<file path="src/rtl/alu_exec_ctrl.sv">
// alu_exec_ctrl: IDLE/READ/EXEC/WB sequencer between decode, the register file and a 16-bit ALU.
// Optional build macro ALU_CARRY_CHAIN_EN adds the alu_cin output (PSR carry forwarded to ADDC/SUBC/ADDI).
module alu_exec_ctrl #(
  parameter int WIDTH = 16,
  parameter int RADDR = 4
) (
  input  logic             clk,
  input  logic             reset,
  input  logic             instr_valid,
  output logic             instr_ready,
  input  logic [7:0]       instr_op,
  input  logic [RADDR-1:0] instr_rdest,
  input  logic [RADDR-1:0] instr_rsrc,
  input  logic [7:0]       instr_imm,
  output logic [RADDR-1:0] rf_raddr_a,
  output logic [RADDR-1:0] rf_raddr_b,
  input  logic [WIDTH-1:0] rf_rdata_a,
  input  logic [WIDTH-1:0] rf_rdata_b,
  output logic             alu_en,
  output logic [7:0]       alu_op,
  output logic [WIDTH-1:0] alu_src,
  output logic [WIDTH-1:0] alu_dst,
  input  logic [WIDTH-1:0] alu_result,
  input  logic             alu_c,
  input  logic             alu_l,
  input  logic             alu_f,
  input  logic             alu_z,
  input  logic             alu_n,
`ifdef ALU_CARRY_CHAIN_EN
  output logic             alu_cin,
`endif
  output logic             rf_we,
  output logic [RADDR-1:0] rf_waddr,
  output logic [WIDTH-1:0] rf_wdata,
  output logic [4:0]       psr,
  output logic             done,
  output logic             illegal
);

  typedef enum logic [1:0] {IDLE, READ, EXEC, WB} state_t;

  state_t           state_q, state_d;
  logic [7:0]       op_q, op_d;
  logic [RADDR-1:0] rdest_q, rdest_d;
  logic [RADDR-1:0] rsrc_q, rsrc_d;
  logic [7:0]       imm_q, imm_d;
  logic [7:0]       aluop_q, aluop_d;
  logic [WIDTH-1:0] src_q, src_d;
  logic [WIDTH-1:0] dst_q, dst_d;
  logic [WIDTH-1:0] res_q, res_d;
  logic [4:0]       flags_q, flags_d;
  logic [4:0]       psr_q, psr_d;

  logic [3:0]       cls, fn;
  logic             cls_illegal, func_undef, psr_upd, no_write;
  logic [WIDTH-1:0] opnd_src, opnd_dst, imm_sext, imm_zext;

  assign cls      = op_q[7:4];
  assign fn       = op_q[3:0];
  assign imm_sext = {{(WIDTH-8){imm_q[7]}}, imm_q};
  assign imm_zext = {{(WIDTH-8){1'b0}}, imm_q};

  // Operand routing by instruction class; unlisted classes are rejected.
  always_comb begin
    cls_illegal = 1'b0;
    opnd_src    = rf_rdata_a;
    opnd_dst    = imm_zext;
    case (cls)
      4'b0000: begin
        opnd_src = rf_rdata_b;
        opnd_dst = rf_rdata_a;
      end
      4'b1000: opnd_dst = rf_rdata_b;
      4'b0101, 4'b1001, 4'b1011, 4'b1101: opnd_dst = imm_sext;
      4'b0110, 4'b0001, 4'b0010, 4'b0011, 4'b1111: opnd_dst = imm_zext;
      default: cls_illegal = 1'b1;
    endcase
  end

  // Defined shift functions are the register forms LSH (0100) and ASHU (0110).
  always_comb begin
    func_undef = 1'b0;
    psr_upd    = 1'b0;
    case (cls)
      4'b0000: begin
        func_undef = !(fn inside {4'b0001, 4'b0010, 4'b0011, 4'b0101, 4'b0110, 4'b0111,
                                  4'b1001, 4'b1010, 4'b1011, 4'b1101, 4'b1110});
        psr_upd    = fn inside {4'b0101, 4'b0110, 4'b0111, 4'b1001, 4'b1010, 4'b1011, 4'b1110};
      end
      4'b1000: func_undef = !(fn inside {4'b0100, 4'b0110});
      4'b0101, 4'b0110, 4'b1001, 4'b1011: psr_upd = 1'b1;
      default: ;
    endcase
  end

  assign no_write = cls_illegal | func_undef | (cls == 4'b1011) | (op_q == 8'h0B);

  always_ff @(posedge clk or negedge reset) begin
    if (!reset) begin
      state_q <= IDLE;
      op_q    <= '0;
      rdest_q <= '0;
      rsrc_q  <= '0;
      imm_q   <= '0;
      aluop_q <= '0;
      src_q   <= '0;
      dst_q   <= '0;
      res_q   <= '0;
      flags_q <= '0;
      psr_q   <= '0;
    end else begin
      state_q <= state_d;
      op_q    <= op_d;
      rdest_q <= rdest_d;
      rsrc_q  <= rsrc_d;
      imm_q   <= imm_d;
      aluop_q <= aluop_d;
      src_q   <= src_d;
      dst_q   <= dst_d;
      res_q   <= res_d;
      flags_q <= flags_d;
      psr_q   <= psr_d;
    end
  end

  always_comb begin
    state_d     = state_q;
    op_d        = op_q;
    rdest_d     = rdest_q;
    rsrc_d      = rsrc_q;
    imm_d       = imm_q;
    aluop_d     = aluop_q;
    src_d       = src_q;
    dst_d       = dst_q;
    res_d       = res_q;
    flags_d     = flags_q;
    psr_d       = psr_q;
    instr_ready = 1'b0;
    alu_en      = 1'b0;
    rf_we       = 1'b0;
    rf_waddr    = '0;
    rf_wdata    = '0;
    done        = 1'b0;
    illegal     = 1'b0;
    case (state_q)
      IDLE: begin
        instr_ready = reset;
        if (instr_valid) begin
          op_d    = instr_op;
          rdest_d = instr_rdest;
          rsrc_d  = instr_rsrc;
          imm_d   = instr_imm;
          state_d = READ;
        end
      end
      READ: begin
        if (cls_illegal) begin
          state_d = WB;
        end else begin
          src_d   = opnd_src;
          dst_d   = opnd_dst;
          aluop_d = op_q;
          state_d = EXEC;
        end
      end
      EXEC: begin
        alu_en  = 1'b1;
        res_d   = alu_result;
        flags_d = {alu_c, alu_l, alu_f, alu_z, alu_n};
        state_d = WB;
      end
      WB: begin
        done    = 1'b1;
        illegal = cls_illegal;
        if (!no_write) begin
          rf_we    = 1'b1;
          rf_waddr = rdest_q;
          rf_wdata = res_q;
        end
        if (psr_upd) psr_d = flags_q;
        state_d = IDLE;
      end
      default: state_d = IDLE;
    endcase
  end

  assign rf_raddr_a = rdest_q;
  assign rf_raddr_b = rsrc_q;
  assign alu_op     = aluop_q;
  assign alu_src    = src_q;
  assign alu_dst    = dst_q;
  assign psr        = psr_q;

`ifdef ALU_CARRY_CHAIN_EN
  // Carry-in comes from the PSR left by the previous arithmetic op.
  assign alu_cin = (state_q == EXEC) && ((op_q == 8'h07) || (op_q == 8'h0A) || (cls == 4'b0101))
                   && psr_q[4];
`endif

endmodule

</file>
<file path="config.mk">
export PLATFORM = sky130hd
export DESIGN_NAME = alu_exec_ctrl
export DESIGN_NICKNAME = d
export VERILOG_FILES = /design/src/rtl/alu_exec_ctrl.sv
export SDC_FILE = /design/constraint.sdc
export NUM_CORES = 1
export LEC_CHECK = 0
export ABC_AREA = 1
export BUFFER_PORTS_ARGS = -buffer_cell sky130_fd_sc_hd__buf_2
export CAP_MARGIN = 20
export CORE_UTILIZATION = 54
export DETAILED_ROUTE_END_ITERATION = 12
export PLACE_DENSITY = 0.85
export SLEW_MARGIN = 25
export SYNTH_ARGS = -nofsm -noshare
export SYNTH_HDL_FRONTEND = slang
export SYNTH_SLANG_ARGS = --single-unit
export TNS_END_PERCENT = 1
</file>
<file path="constraint.sdc">
create_clock -name clk -period 4.7 [get_ports clk]
set_input_delay 0.94 -clock clk [delete_from_list [all_inputs] [get_ports clk]]
set_output_delay 0.94 -clock clk [all_outputs]
set_load 0.02 [all_outputs]
</file>
==> flow_metrics.py, run 1 <==
metrics = {
    "placement": {
        "port_buffers": 157,
        "postPlaceCellArea_mm2": 0.00530,
        "gp_congestion": 0.853,
        "detailedPlace.worstSlack_ns": 1.32,
        "dpl.hpwl_mm": 7.96,
    },
    "worst_setup_path": {
        "worstSetupStartpointType": "flop",
        "crit_path_cell_trace": "inv_2 -> nand2_2 -> nor2_4 -> nand2_1 -> nand3_1 -> nor3_1 -> buf_2",
        "critical_path_class": "flop to output pin",
        "critical_path.reg2reg.startpoint": "state_q[1]",
        "max_stage_delay_ns": 0.72,
        "setup.reg_to_reg.worst_slack_ns": 2.00,
        "rr_worst_depth": 6,
        "slowest_stage": "nand3_1",
        "worstReg2RegEnd": "alu_src[14]",
        "critical_path_arrival_ns": 2.92,
        "critical_path_fanouts_max": 34,
        "critical_path_data_required_time_ns": 3.76,
        "timing.critical_path.to_type": "output pin",
    },
    "sta": {
        "min_period_over_period": 0.821,
        "holdWs_ns": 0.482,
        "fin_crit_ns": 3.86,
        "finalWorstSetupSlack_ns": 0.843,
        "final-hold-violation-count": 0,
        "setup_repair_after_global_routing_missed_its_margin": "false",
        "tightest_slew_ns": 1.01,
        "setup_violations": 0,
        "fin_worst_skew_ns": 0.0146,
        "drv_slew": 0,
        "final.setup.tns_ns": 0,
        "max_clock_freq_ghz": 0.259,
        "timing.slew.headroom": 0.322,
    },
    "floorplanning": {
        "die_height_um": 93.7,
        "row_count": 33,
        "floorplan.die_area_mm2": 0.00877,
        "dieWidth_um": 93.7,
        "pin_count": 158,
        "core_mm2": 0.00818,
        "floorplan.initialDensity": 0.555,
    },
    "pwr": {
        "power.share.switching": 0.468,
        "pwr-share-comb": 0.499,
        "cell_internal_power_w": 0.00204,
        "switchingPower_w": 0.00180,
        "p_per_area_mw_per_mm2": 698,
        "vdd_drop_max_uv": 405,
        "power.clock.fraction": 0.140,
        "seqPwrFrac": 0.362,
        "p_leak_nw": 3.10,
    },
    "clock_network": {
        "cts_buffer_depth": 2,
        "clk_pin_slew_ns": 0.09,
        "hold_bufs_at_cts": 0,
        "h-tree-depth": 3,
        "clock_tree_from_tritoncts": "built",
        "ctsRootBufferMaster": "clkbuf_8",
        "numClockSinks": 92,
        "post_cts.repair.setup_buffers": 0,
        "insertion_delay_ns": 0.37,
        "postCtsResizedCells": 0,
        "cts-buffers-inserted": 9,
    },
    "drt": {
        "remaining_drc_errors": 0,
        "routed-via-count": 4227,
        "detailedRoute.firstIterationViolations": 323,
        "viasPerCell": 5.17,
        "route.antenna.remaining_nets": 0,
        "drt-wirelength-per-cell_um": 13.4,
        "routed_wirelength_mm": 10.9,
        "dr.pass1.iters": 5,
    },
    "cells_and_area": {
        "nNetsFinal": 792,
        "n_fill_cell": 655,
        "fin_area_mm2": 0.00550,
        "post_route_cells_drive_above_1_share": 0.303,
        "layout-area-overhead-vs-synth_pct": 21.2,
        "n_antenna_cell": 0,
    },
    "synth": {
        "syn-mean-instance-area_um2": 8.04,
        "synth_area_mm2": 0.00454,
        "seq_area_frac_synth": 0.507,
        "synthesis.yosys.warnings": 0,
        "post-synth-top-area-cell": "dfrtp_1",
        "synth_fp_nets": 649,
        "netlist-cell-type-count": 24,
        "postSynthCellCount": 564,
        "synthTopCellsByArea": "dfrtp_1 51%, nand2_1 20%, mux2_2 4.0%, inv_1 3.6%, o21ai_0 3.5%",
        "ys_ff_latch": 92,
        "synth_top_area_frac": 0.507,
    },
    "worst_hold_path": {
        "hold_end": "psr[0]",
        "worstHoldPathType": "flop to flop",
        "hold_start": "psr[0]",
        "worst_hold_path.num_cells": 2,
    },
    "global_routing": {
        "grt_first_pass_wirelength_mm": 17.8,
        "pin_count_of_the_biggest_net_entering_global_routing": 63,
        "grt_pass1_vias": 3862,
        "global_route.overflow_total": 0,
        "antenna_violations_before_repair": 0,
        "grtUsageTotal": 0.261,
    },
    "job": {
        "drv_cap": 0,
    },
    "status": {
        "outcome": "complete, no violations",
    },
}
cell type report:
type	instances	area, um^2	area share
well taps	105	131	0.0239
clock buffers	9	124	0.0225
inverters	48	180	0.0328
multi-input cells	397	1890	0.343
clock inverters	7	73.8	0.0134
repair buffers	159	803	0.146
flip-flops and latches	92	2300	0.419
registers in the layout, indices dropped and copies added, names as in the netlist:
name / cells
state_q: 2
alu_dst: 16
alu_op: 8
psr: 5
alu_src: 16
op_q: 8
rf_raddr_a: 4
res_q: 16
flags_q: 5
rf_raddr_b: 4
imm_q: 8
placed cells by master, fill, tap and decap left out, types with 2 or more instances in the layout:
cell | Yosys | layout
nor2_1 | 26 | 26
inv_6 | 0 | 2
nor2_2 | 2 | 2
mux2_2 | 16 | 16
nor3_2 | 9 | 9
nand2_2 | 3 | 3
dfrtp_1 | 92 | 92
nand3_1 | 30 | 30
nor2_4 | 2 | 2
clkinv_2 | 0 | 2
nand2_1 | 237 | 237
inv_1 | 43 | 43
nor3_1 | 11 | 11
nand3_2 | 2 | 2
ha_1 | 5 | 4
buf_4 | 2 | 3
o21ai_0 | 32 | 32
buf_2 | 14 | 156
inv_2 | 5 | 5
clkbuf_8 | 0 | 9
nand4_1 | 2 | 2
a21oi_1 | 17 | 17
metal layers:
metal  part of all wire  track usage  vias up
li1                   -            -     2049
met1               0.42        0.350     1946
met5                  0            0        -
met2               0.47        0.415      197
met3              0.078       0.0583       35
met4              0.030        0.100        0
through the flow:
step / instances / util / total power, W
after CTS: 817 / 0.672 / 0.00385
after floorplan: 564 / - / 0.00280
after global routing: 817 / 0.673 / 0.00414
final: 817 / 0.673 / 0.00384
after global placement: 801 / 0.648 / 0.00323
after detailed placement: 801 / 0.648 / 0.00331
how the worst max path moves through the flow:
stage	startpoint	slack, ns	to	depth (start not counted)
floorplan	state_q[0]	2.03	rf_wdata[0]	6
global placement	op_q[6]	1.48	rf_wdata[4]	7
detailed placement	op_q[6]	1.32	rf_wdata[7]	7
CTS	op_q[6]	0.91	rf_wdata[7]	7
global route	op_q[6]	0.66	rf_wdata[15]	7
finish	op_q[6]	0.84	rf_wdata[15]	7
worst max-delay path: cells and delay by family, from the launching register on:
family,cells,cell delay [ns]
buf+inv,2,0.43
simple gates,5,1.64
flops,1,0.47
synthesized netlist by cell type:
| master | n |
|---|---|
| a21boi_0 | 1 |
| a21oi_1 | 17 |
| buf_2 | 14 |
| buf_4 | 2 |
| buf_6 | 6 |
| clkbuf_1 | 5 |
| dfrtp_1 | 92 |
| ha_1 | 5 |
| inv_1 | 43 |
| inv_2 | 5 |
| mux2_2 | 16 |
| nand2_1 | 237 |
| nand2_2 | 3 |
| nand2_4 | 1 |
| nand3_1 | 30 |
| nand3_2 | 2 |
| nand3b_1 | 1 |
| nand4_1 | 2 |
| nor2_1 | 26 |
| nor2_2 | 2 |
| nor2_4 | 2 |
| nor3_1 | 11 |
| nor3_2 | 9 |
| o21ai_0 | 32 |
power by group through the flow:
stage          clock [W]  sequential, W  combinational [W]
2_1_floorplan          0        0.00161            0.00120
3_3_place_gp           0        0.00138            0.00185
3_5_place_dp           0        0.00140            0.00192
4_1_cts         0.000541        0.00139            0.00192
5_1_grt         0.000578        0.00143            0.00214
6_report        0.000536        0.00139            0.00191
kinds of logic (layout without fill, tap and decap cells):
logic type,Yosys count,after routing,synth area share
flops,92,92,0.507
compound gates,50,50,0.0557
mux,16,16,0.0397
fa+ha+maj,5,5,0.0138
simple gates,326,326,0.306
buf+inv,75,223,0.0775
No activity file was read; power rests on OpenSTA's default activity.
==> inputs of run 2 (changes only) <==
- CORE_UTILIZATION: 54 -> 45
- PLACE_DENSITY: 0.85 -> 0.76
- clock period: 4.7 -> 3.35 ns (I/O delays scaled with it)
==> run 2 against run 1 <==
Against the previous run: die area increased by 20%; hold slack worse by 0.048 ns; global-route usage fell by 3.0 points; worst setup slack worse by 0.47 ns; critical path depth fell by 1; count of clock-buffer cells in the layout increased by 1; total power grew 43%; sequential cell count is the same; critical path type unchanged.
==> flow_metrics.py, run 2 (synthesis gave the netlist of run 1 again) <==
metrics = {
    "status": {
        "outcome": "complete, no violations",
    },
    "worst_setup_path": {
        "critical_path.reg2reg.startpoint": "state_q[0]",
        "rr_worst_depth": 6,
        "worstReg2RegEnd": "op_q[7]",
        "critical_path_fanouts_max": 22,
        "critical_path_arrival_ns": 2.31,
        "critPathTopFamily": "simple AND/OR/NAND/NOR gates",
        "slowest_stage": "nand2_1",
        "timing.critical_path.to_type": "output pin",
        "timing.critical_path.to": "rf_wdata[8]",
        "crit_buf_inv": 2,
        "critical_path.most_common_cell": "nand2_1",
        "crit_cells": 6,
        "crit_path_start": "op_q[6]",
        "critical_path_data_required_time_ns": 2.68,
        "max_stage_delay_ns": 0.50,
        "crit_path_cell_trace": "inv_2 -> nand2_1 -> nand3_2 -> nand2_1 -> nor3_1 -> buf_2",
        "critical_path_class": "flop to output pin",
        "setup.reg_to_reg.worst_slack_ns": 1.29,
        "worstSetupStartpointType": "flop",
    },
    "placement": {
        "port_buffers": 157,
        "detailedPlace.worstSlack_ns": 0.742,
        "gp_congestion": 0.920,
        "dpl.hpwl_mm": 8.38,
        "numPlacedInstances": 834,
    },
    "cells_and_area": {
        "final_common_cell": "nand2_1",
        "finish.cell_count_without_fillers": 850,
        "final_cell_mix": "237 x nand2_1, 156 x buf_2, 92 x dfrtp_1",
        "layout-area-overhead-vs-synth_pct": 23.4,
        "post_route_cells_drive_above_1_share": 0.307,
        "n_fill_cell": 940,
        "n_antenna_cell": 0,
        "nNetsFinal": 797,
    },
    "pwr": {
        "p_leak_nw": 3.14,
        "power_w": 0.00550,
        "p_per_area_mw_per_mm2": 983,
        "vdd_drop_max_uv": 446,
    },
    "floorplanning": {
        "floorplan.initialDensity": 0.464,
        "dieWidth_um": 102,
        "core_mm2": 0.00977,
        "row_count": 36,
        "die_height_um": 102,
        "pin_count": 158,
        "floorplan.die_area_mm2": 0.0105,
    },
    "sta": {
        "fin_worst_skew_ns": 0.00814,
        "min_period_over_period": 0.889,
        "tightest_slew_ns": 0.910,
        "final-hold-violation-count": 0,
        "finalWorstSetupSlack_ns": 0.373,
        "final.setup.tns_ns": 0,
        "setup_violations": 0,
        "max_clock_freq_ghz": 0.336,
        "fin_crit_ns": 2.98,
        "setup_repair_after_global_routing_missed_its_margin": "false",
        "drv_slew": 0,
        "timing.slew.headroom": 0.392,
    },
    "global_routing": {
        "grt-busiest-layer": "met2",
        "groute.layer.met3.usage": 0.0725,
        "grt_first_pass_wirelength_mm": 18.4,
        "global_route.overflow_total": 0,
        "antenna_violations_before_repair": 0,
        "met2_routing_resource_usage_after_global_routing": 0.382,
        "grt_pass1_vias": 3845,
        "pin_count_of_the_biggest_net_entering_global_routing": 52,
        "grtUsageTotal": 0.231,
        "globalRouteMet1Util": 0.293,
    },
    "clock_network": {
        "ctsRootBufferMaster": "clkbuf_8",
        "numClockSinks": 92,
        "post_cts.repair.setup_buffers": 0,
        "clock_tree_from_tritoncts": "built",
        "cts_buffer_depth": 2,
        "h-tree-depth": 3,
        "clk_pin_slew_ns": 0.09,
        "cts-buffers-inserted": 9,
        "postCtsResizedCells": 0,
        "hold_bufs_at_cts": 0,
        "insertion_delay_ns": 0.36,
    },
    "drt": {
        "dr.pass1.iters": 4,
        "routed-via-count": 4173,
        "route.antenna.remaining_nets": 0,
        "routed_wirelength_mm": 11.7,
        "detailedRoute.firstIterationViolations": 304,
        "remaining_drc_errors": 0,
        "drt-wirelength-per-cell_um": 13.7,
        "viasPerCell": 4.91,
    },
    "worst_hold_path": {
        "worstHoldPathType": "primary input to asynchronous set/reset pin",
    },
    "job": {
        "drv_cap": 0,
    },
}
[run 2: worst min-delay path by stage]
stage,startpoint,end,slack [ns],depth (start not counted)
after floorplan,reset,alu_dst[0],0.37,0
after global placement,alu_src[9],alu_src[9],0.46,2
after detailed placement,alu_dst[10],alu_dst[10],0.46,2
after CTS,reset,alu_src[11],0.44,2
after global routing,reset,alu_src[6],0.47,2
final,reset,alu_src[7],0.43,2
[run 2: per-stage QoR]
| stage | cell area [um^2] | hold slack [ns] | util |
|---|---|---|---|
| finish | 5600 | 0.435 | 0.573 |
| CTS | 5600 | 0.437 | 0.573 |
| detailed placement | 5370 | 0.463 | 0.550 |
| global route | 5600 | 0.466 | 0.573 |
| floorplan | 4540 | 0.374 | - |
| global placement | 5370 | 0.458 | 0.550 |
[run 2: area by class of cell]
type	count	area, um^2	share of cell area
inverters	48	180	0.0322
flip-flops and latches	92	2300	0.411
repair buffers	164	841	0.150
clock buffers	10	138	0.0246
multi-input cells	397	1880	0.336
clock inverters	6	86.3	0.0154
well taps	133	166	0.0297
[run 2: per-layer routing]
layer,wire length (um),up-vias
met4,28,0
met3,870,4
li1,-,2052
met2,5730,138
met5,0,-
met1,5030,1979
[run 2: power by group]
group	switching [W]	internal, W	leakage, nW
sequential	0.000314	0.00164	1.11
combinational	0.00183	0.000884	1.91
clock	0.000393	0.000441	0.113
